## src/rtl/sram_access_arbiter.sv

```systemverilog
// Single-port SRAM arbiter: VGA display fetches have fixed priority over CPU traffic.
// Optional VGA_BURST_LIMIT_EN: CPU wins after MAX_VGA_BURST VGA grants made while it waited.
module sram_access_arbiter #(
    parameter int unsigned ADDR_W        = 32,
    parameter int unsigned DATA_W        = 32,
    parameter int unsigned MAX_VGA_BURST = 4
) (
    input  logic              clk,
    input  logic              nrst,
    input  logic              vga_req,
    input  logic [ADDR_W-1:0] vga_addr,
    output logic              vga_done,
    output logic [DATA_W-1:0] vga_rdata,
    input  logic              cpu_req,
    input  logic              cpu_we,
    input  logic [ADDR_W-1:0] cpu_addr,
    input  logic [DATA_W-1:0] cpu_wdata,
    input  logic [3:0]        cpu_sel,
    output logic              cpu_done,
    output logic [DATA_W-1:0] cpu_rdata,
    input  logic              sram_busy,
    input  logic [DATA_W-1:0] sram_rdata,
    output logic              sram_read,
    output logic              sram_write,
    output logic [ADDR_W-1:0] sram_addr,
    output logic [DATA_W-1:0] sram_wdata,
    output logic [3:0]        sram_sel
);

    localparam logic [1:0] S_IDLE  = 2'd0;
    localparam logic [1:0] S_ISSUE = 2'd1;
    localparam logic [1:0] S_WAIT  = 2'd2;
    localparam logic [1:0] S_DONE  = 2'd3;

    localparam logic [1:0] OWN_NONE = 2'd0;
    localparam logic [1:0] OWN_VGA  = 2'd1;
    localparam logic [1:0] OWN_CPU  = 2'd2;

    logic [1:0] state;
    logic [1:0] owner;
    logic       we_q;
    logic       cpu_forced;
    logic       grant_vga;
    logic       grant_cpu;

`ifdef VGA_BURST_LIMIT_EN
    localparam int unsigned CNT_W = $clog2(MAX_VGA_BURST + 2);
    logic [CNT_W-1:0] burst_cnt;

    always_comb begin
        cpu_forced = cpu_req && (32'(burst_cnt) >= MAX_VGA_BURST);
    end

    // Counts VGA grants that kept a waiting CPU out; any CPU grant clears it.
    always_ff @(posedge clk or negedge nrst) begin
        if (!nrst) begin
            burst_cnt <= '0;
        end else if (grant_cpu) begin
            burst_cnt <= '0;
        end else if (grant_vga && cpu_req && (32'(burst_cnt) < MAX_VGA_BURST)) begin
            burst_cnt <= burst_cnt + CNT_W'(1);
        end
    end
`else
    always_comb begin
        cpu_forced = 1'b0;
    end
`endif

    always_comb begin
        grant_vga = (state == S_IDLE) && vga_req && !cpu_forced;
        grant_cpu = (state == S_IDLE) && cpu_req && !grant_vga;
    end

    always_ff @(posedge clk or negedge nrst) begin
        if (!nrst) begin
            state      <= S_IDLE;
            owner      <= OWN_NONE;
            we_q       <= 1'b0;
            vga_done   <= 1'b0;
            vga_rdata  <= '0;
            cpu_done   <= 1'b0;
            cpu_rdata  <= '0;
            sram_read  <= 1'b0;
            sram_write <= 1'b0;
            sram_addr  <= '0;
            sram_wdata <= '0;
            sram_sel   <= '0;
        end else begin
            sram_read  <= 1'b0;
            sram_write <= 1'b0;
            vga_done   <= 1'b0;
            cpu_done   <= 1'b0;
            case (state)
                S_IDLE: begin
                    // Strobe is registered here so it is high for exactly the ISSUE cycle.
                    if (grant_vga) begin
                        owner     <= OWN_VGA;
                        we_q      <= 1'b0;
                        sram_addr <= vga_addr;
                        sram_sel  <= 4'hF;
                        sram_read <= 1'b1;
                        state     <= S_ISSUE;
                    end else if (grant_cpu) begin
                        owner      <= OWN_CPU;
                        we_q       <= cpu_we;
                        sram_addr  <= cpu_addr;
                        sram_wdata <= cpu_wdata;
                        sram_sel   <= cpu_sel;
                        sram_read  <= !cpu_we;
                        sram_write <= cpu_we;
                        state      <= S_ISSUE;
                    end
                end
                S_ISSUE: begin
                    state <= S_WAIT;
                end
                S_WAIT: begin
                    if (!sram_busy) begin
                        if (owner == OWN_VGA) begin
                            vga_rdata <= sram_rdata;
                            vga_done  <= 1'b1;
                        end else begin
                            cpu_done <= 1'b1;
                            if (!we_q) begin
                                cpu_rdata <= sram_rdata;
                            end
                        end
                        state <= S_DONE;
                    end
                end
                default: begin
                    owner <= OWN_NONE;
                    state <= S_IDLE;
                end
            endcase
        end
    end

endmodule

```

## config.mk

```make
export PLATFORM = sky130hd
export DESIGN_NAME = sram_access_arbiter
export DESIGN_NICKNAME = d
export VERILOG_FILES = /design/src/rtl/sram_access_arbiter.sv
export SDC_FILE = /design/constraint.sdc
export NUM_CORES = 1
export LEC_CHECK = 0
export CORE_MARGIN = 2
export CORE_UTILIZATION = 37
export DETAILED_ROUTE_END_ITERATION = 12
export PLACE_DENSITY = 0.74
export SYNTH_ARGS = -nofsm -noshare
export SYNTH_HDL_FRONTEND = slang
export SYNTH_SLANG_ARGS = --single-unit
```

## constraint.sdc

```tcl
create_clock -name clk -period 1.65 [get_ports clk]
set_input_delay 0.33 -clock clk [delete_from_list [all_inputs] [get_ports clk]]
set_output_delay 0.33 -clock clk [all_outputs]
set_load 0.02 [all_outputs]
```

==> flow_summary_export.csv, run 1 <==
group,metric,value,unit
clock_tree,cts_max_level,4,
logic_synthesis,yosys.area.top_type_share,62.5,%
clock_tree,clkLatencyLatePin,410,ps
logic_synthesis,synth_area_leaders,"dfrtp_1, mux2_2, o22ai_1",
worst_setup_path,crit_path_max_incr_delay,390,ps
timing,slew_viol_final,0,
pwr,clkPwrFrac,22.5,%
place,pre_cts_slack,-234,ps
worst_setup_path,path_class,"reg2reg",
logic_synthesis,syn_area_per_cell,13.8,um2
worst_setup_path,worstRegToRegCells,7,
timing,max_freq,574,MHz
pwr,combPwrFrac,45.0,%
detailed_routing,drtIter0Drc,167,
global_routing,antenna_found_initial,0,
place,dpl_cell_area,8700,um2
pwr,ir_drop,0.000785,V
detailed_routing,drtPass1Iterations,4,
worst_setup_path,required,1940,ps
min_path,holdPathStages,3,
floorplanning,die-area,16300,um2
layout,n_antenna_cell,0,
logic_synthesis,async_flop_share,100,%
timing,layout_min_cycle_time,1740,ps
layout,area_delta_synth_final,67.1,%
logic_synthesis,synthDistinctLibCells,25,
min_path,min_path_type,"in2reg",
job,max_cap_viol_count,0,
floorplanning,ios,274,
place,gp_congestion,0.754,
detailed_routing,wirelength,16.9,mm
worst_setup_path,path_cells,"inv_2 -> ha_4 -> nand2b_4 -> nor3_4 -> buf_6 -> clkbuf_16 -> mux2_4",
timing,worst_pin_slew,382,ps
min_path,hold-path-endpoint,"sram_read",
layout,final_cells,902,
worst_setup_path,rr_endpoint,"cpu_rdata[9]",
timing,rsz0062_at_grt,"true",
worst_setup_path,cp.arrival,2030,ps
timing,whs,344,ps
timing,relSlewSlack,74.5,%
floorplanning,die_h,128,um
clock_tree,cts_buffers,17,
logic_synthesis,synth-main-ff-cell,"dfrtp_1",
floorplanning,core,15000,um2
pwr,p_sw_share,36.6,%
pwr,power.share.sequential,32.5,%
global_routing,grt_max_degree,43,
detailed_routing,via_per_inst,5.12,
detailed_routing,vias,4616,
layout,final_net_count,841,
pwr,p_leak,4.30,nW
run_status,status,"finished with violations",
layout,final_cell_area,9440,um2
timing,timing.final.ws_setup,-92.2,ps
pwr,intPower,12.1,mW
worst_setup_path,ff2ff_setup_slack,-90,ps
floorplanning,start_util,37.6,%
logic_synthesis,ys_seq_elements,141,
timing,fin_skew,6.42,ps
pwr,power,19.0,mW
clock_tree,cts_root_buf,"clkbuf_16",
clock_tree,clockBufferDepth,2,
logic_synthesis,syn-cell-area,5650,um2
logic_synthesis,seq_area_frac_synth,62.5,%
place,place_hpwl,11.6,mm
floorplanning,num_rows,45,
global_routing,grt.overflow.total,0,
worst_setup_path,cp-start-kind,"flip-flop",
floorplanning,die_w,128,um
worst_setup_path,end_kind,"flip-flop",
timing,finalHoldViolCount,0,
pwr,switching_power,6.96,mW
global_routing,grt_pass1_wl,25.9,mm
pwr,p_per_area,2010,nW/um2
logic_synthesis,synth.most_common_cell,"dfrtp_1",
logic_synthesis,yosys_warnings,0,
min_path,min_from,"cpu_req",
layout,drive_gt1_share,23.0,%
detailed_routing,antenna_left,0,
worst_setup_path,worstReg2RegStart,"state[0]",
logic_synthesis,syn_inst,410,
detailed_routing,wl_per_cell,18.8,um
clock_tree,tritoncts,"built",
timing,finalSetupTns,-1500,ps
run_status,violations,"negative setup slack",
clock_tree,cts_sinks,141,
logic_synthesis,synth_commonest_cells,"dfrtp_1, mux2_2, o22ai_1",
place,dp_cells,862,
timing,finalSetupViolations,24,
detailed_routing,drc,0,
global_routing,grt_pass1_vias,4932,
layout,final_util,62.8,%
place,io_buffers,273,
logic_synthesis,synthesis.nets,550,
logic_synthesis,synth_edf_count,0,
clock_tree,clkTransAtPathRegs,60,ps
worst_setup_path,slowest_stage,"dfrtp_1",
worst_setup_path,cp_max_fo,8,
global_routing,track_usage,20.4,%
logic_synthesis,synth_area_leader_cell,"dfrtp_1",
timing,layout_worst_path_cycle_share,106,%
cells in the final DEF, fill, tap and decap left out, types with 4 or more instances in the layout:
master,netlist,final
mux2_2,94,70
clkdlybuf4s50_1,0,135
dlygate4sd2_1,0,136
buf_6,6,5
o21ai_0,8,8
dfrtp_1,141,141
inv_1,5,4
buf_12,0,7
a21oi_1,39,39
nand3b_1,6,6
nor2_1,6,6
clkbuf_16,0,18
mux2_4,0,26
o22ai_1,63,63
bufinv_16,0,5
clkbuf_8,0,4
buf_4,1,13
cell families (layout without fill, tap and decap cells):
group	Yosys count	in the layout	share of synthesized area, %
muxes	97	97	19.3
adders and majority gates	2	2	0.443
DFF	141	141	62.5
buffers and inverters	35	339	3.46
AOI/OAI and AO/OA	113	113	11.6
and+or+nand+nor	22	22	2.72
critical path, delay by kind of cell, from the launching register on:
kind | cells | cell delay, ps
muxes | 1 | 310
DFF | 1 | 390
buffers and inverters | 3 | 430
and+or+nand+nor | 2 | 350
adders and majority gates | 1 | 150
how the worst max path moves through the flow:
stage	start	end	slack, ps	depth (start not counted)
floorplan	state[0]	cpu_rdata[15]	30	6
global placement	sram_busy	cpu_rdata[25]	-200	5
detailed placement	sram_busy	cpu_rdata[24]	-230	5
CTS	state[0]	cpu_rdata[2]	-50	6
global route	state[0]	cpu_rdata[3]	-150	7
finish	state[0]	cpu_rdata[9]	-90	7
timing repair:
action	in CTS	in global routing
pin swaps	1	1
gates cloned	2	1
hold endpoints to repair	31	0
setup endpoints to repair	168	48
resized for setup	140	32
setup buffers	1	4
hold buffers	1	0
sequential cells by signal, indices dropped and copies added, names as in the netlist:
signal,count
cpu_rdata,32
sram_addr,32
sram_wdata,32
vga_rdata,32
sram_sel,4
owner,2
state,2
cpu_done,1
sram_read,1
sram_write,1
vga_done,1
we_q,1
metal layers:
layer  up-vias  GRT usage, %  share of wire [%]  wire length (um)
met5         -             0                  0                 0
met4         0          6.98                1.7               291
met3        21          6.87                8.2              1390
met1      2269          24.3                 39              6560
met2       216          34.8                 51              8690
li1       2110             -                  -                 -
area by class of cell:
type                            count  area (um2)
Multi-Input combinational cell    234        2060
Fill cell                        1200        5590
Clock inverter                      9         179
Inverter                            6        22.5
Timing Repair Buffer              301        2930
Clock buffer                       23         488
Sequential cell                   141        3530
Tap cell                          188         235
power by group through the flow:
stage,Clock (mW),Sequential (mW),Combinational [mW]
4_1_cts,4.35,6.15,8.25
6_report,4.28,6.17,8.56
3_3_place_gp,0,6.14,8.98
5_1_grt,4.51,6.40,9.13
2_1_floorplan,0,8.09,2.70
3_5_place_dp,0,6.23,9.22
No activity file was read; power rests on OpenSTA's default activity.
==> run 2: changes to the inputs <==
--- a/config.mk
+++ b/config.mk
@@ -5,10 +5,10 @@
 export SDC_FILE = /design/constraint.sdc
 export NUM_CORES = 1
 export LEC_CHECK = 0
-export CORE_MARGIN = 2
 export CORE_UTILIZATION = 37
 export DETAILED_ROUTE_END_ITERATION = 12
 export PLACE_DENSITY = 0.74
+export SLEW_MARGIN = 10
 export SYNTH_ARGS = -nofsm -noshare
 export SYNTH_HDL_FRONTEND = slang
 export SYNTH_SLANG_ARGS = --single-unit
==> run 2 against run 1 <==
Compared with the run above:
- highest routed layer unchanged
- global-route usage is 0.29 points higher
- hold slack gained 47 ps
- sequential share of layout area rose by 1.4 points
- critical path type unchanged
- via count is 1.1% lower
- utilization decreased by 0.86 points
- die area is 3.1% lower
- largest power group unchanged
- the flow finishes with violations (design-rule violations)
- sequential power down 1%
- final cell count fell by 1.1%
- fmax up 7.8%
- sequential cell count is the same
==> flow_summary_export.csv, run 2 (same netlist as run 1, synthesis figures left out) <==
group,metric,value,unit
run_status,status,"finished with violations",
run_status,violations,"design-rule violations",
layout,final_cell_mix,"dfrtp_1, dlygate4sd2_1, clkdlybuf4s50_1",
global_routing,grt_pass1_vias,4858,
pwr,switching_power,6.77,mW
detailed_routing,drtPass1Iterations,10,
worst_setup_path,end_kind,"flip-flop",
place,place_hpwl,11.5,mm
layout,final_common_cell,"dfrtp_1",
place,gp_congestion,0.756,
clock_tree,cts_max_level,4,
clock_tree,cts_buffers,17,
layout,drive_gt1_share,22.2,%
detailed_routing,wirelength,15.9,mm
pwr,p_leak,4.11,nW
clock_tree,clkTransAtPathRegs,60,ps
job,max_cap_viol_count,0,
detailed_routing,vias,4563,
clock_tree,clockBufferDepth,2,
worst_setup_path,startpoint,"state[0]",
layout,final_cell_area,9100,um2
layout,final_util,61.9,%
detailed_routing,drtIter0Drc,184,
pwr,p_sw_share,38.6,%
global_routing,grt_max_degree,40,
place,dpl_cell_area,8680,um2
pwr,power.share.sequential,34.8,%
pwr,ir_drop,0.000858,V
place,io_buffers,273,
timing,relSlewSlack,73.2,%
timing,layout_min_cycle_time,1620,ps
clock_tree,tritoncts,"built",
worst_setup_path,path_class,"reg2reg",
global_routing,antenna_found_initial,0,
floorplanning,core,14700,um2
detailed_routing,antenna_left,0,
clock_tree,cts_sinks,141,
timing,layout_worst_path_cycle_share,97.9,%
global_routing,grt_pass1_wl,25.1,mm
worst_setup_path,cp-start-kind,"flip-flop",
timing,worst_pin_slew,402,ps
worst_setup_path,required,1940,ps
pwr,combPwrFrac,46.4,%
global_routing,grt.overflow.total,0,
worst_setup_path,cp.arrival,1910,ps
worst_setup_path,cp_max_fo,12,
pwr,intPower,10.8,mW
floorplanning,start_util,38.4,%
layout,fillers,1183,
floorplanning,die_h,126,um
pwr,power,17.6,mW
clock_tree,clkLatencyLatePin,410,ps
floorplanning,die_w,126,um
timing,finalHoldViolCount,0,
timing,fin_skew,7.05,ps
pwr,clkPwrFrac,18.8,%
global_routing,track_usage,20.7,%
layout,final_net_count,837,
detailed_routing,drc,21,
pwr,p_per_area,1930,nW/um2
min_path,min_from,"cpu_req",
detailed_routing,wl_per_cell,17.8,um
detailed_routing,via_per_inst,5.12,
floorplanning,num_rows,44,
layout,n_antenna_cell,0,
timing,finalSetupViolations,0,
timing,slew_viol_final,0,
layout,area_delta_synth_final,61.2,%
timing,max_freq,619,MHz
timing,rsz0062_at_grt,"true",
clock_tree,cts_root_buf,"clkbuf_16",
floorplanning,ios,274,
floorplanning,die-area,15800,um2
min_path,min_path_type,"in2reg",
worst_setup_path,worstReg2RegStart,"state[0]",
-- run 2: changes by cell type in the layout (fill, tap and decap cells not counted), sizes merged --
cell and change:
clkinvlp +2, inv -1, clkinv +7, bufinv -5, buf -4, clkbuf -5
-- run 2: routing by layer --
metal  vias to the layer above  track usage, %  share of wire, %
met3                        22            7.92               8.8
met4                         0            8.39               2.0
met5                         -               0                 0
met2                       195            35.4                50
met1                      2240            23.2                39
li1                       2106               -                 -
-- run 2: layout make-up --
| class | instances | area, um2 | share of cell area [%] |
|---|---|---|---|
| tap | 184 | 230 | 2.53 |
| clock inverter | 12 | 77.6 | 0.852 |
| sequential | 141 | 3530 | 38.8 |
| clock buffer | 18 | 429 | 4.71 |
| inverter | 6 | 22.5 | 0.247 |
| timing repair buffer | 297 | 2850 | 31.3 |
| multi-input combinational | 234 | 1960 | 21.6 |
-- run 2: final timing paths --
| kind | end | slack, ps | cells past startpoint |
|---|---|---|---|
| worst max register to register | cpu_rdata[13] | 30 | 7 |
| worst min-delay path | owner[1] | 390 | 3 |
| worst max-delay path | cpu_rdata[13] | 30 | 7 |
| min in group asynchronous | cpu_rdata[6] | 430 | 2 |
| max in group asynchronous | vga_rdata[30] | 680 | 3 |
| worst min register to register | cpu_rdata[20] | 480 | 1 |
-- run 2: power by group through the flow --
stage                     Clock (mW)  Combinational, mW  Sequential [mW]
final                           3.30               8.14             6.11
after global routing            3.53               8.67             6.34
after CTS                       3.38               8.07             6.11
after detailed placement           0               9.19             6.22
after global placement             0               8.96             6.14
after floorplan                    0               2.70             8.09
-- run 2: timing repair --
item	4_1_cts	5_1_grt
gates resized for setup	139	4
hold endpoints to repair	35	0
hold buffers	1	0
buffers inserted	0	2
cloned	0	1
pin swaps	0	1
setup endpoints to repair	168	99
-- run 2: through the flow --
step	worst slack [ps]	TNS (ps)	hold slack (ps)	cells
6_report	34.3	0	391	892
5_1_grt	-23.9	-84.0	393	892
4_1_cts	-9.18	-13.7	365	889
3_5_place_dp	-213	-9950	274	858
3_3_place_gp	-199	-9170	271	858
2_1_floorplan	32.0	0	34.4	410
-- run 2: critical path: stages, from the launching register on --
cell	delay, ps
dfrtp_1	390
inv_2	80
ha_4	150
nand2b_4	70
nor3_4	120
buf_4	150
clkbuf_16	170
mux2_2	350
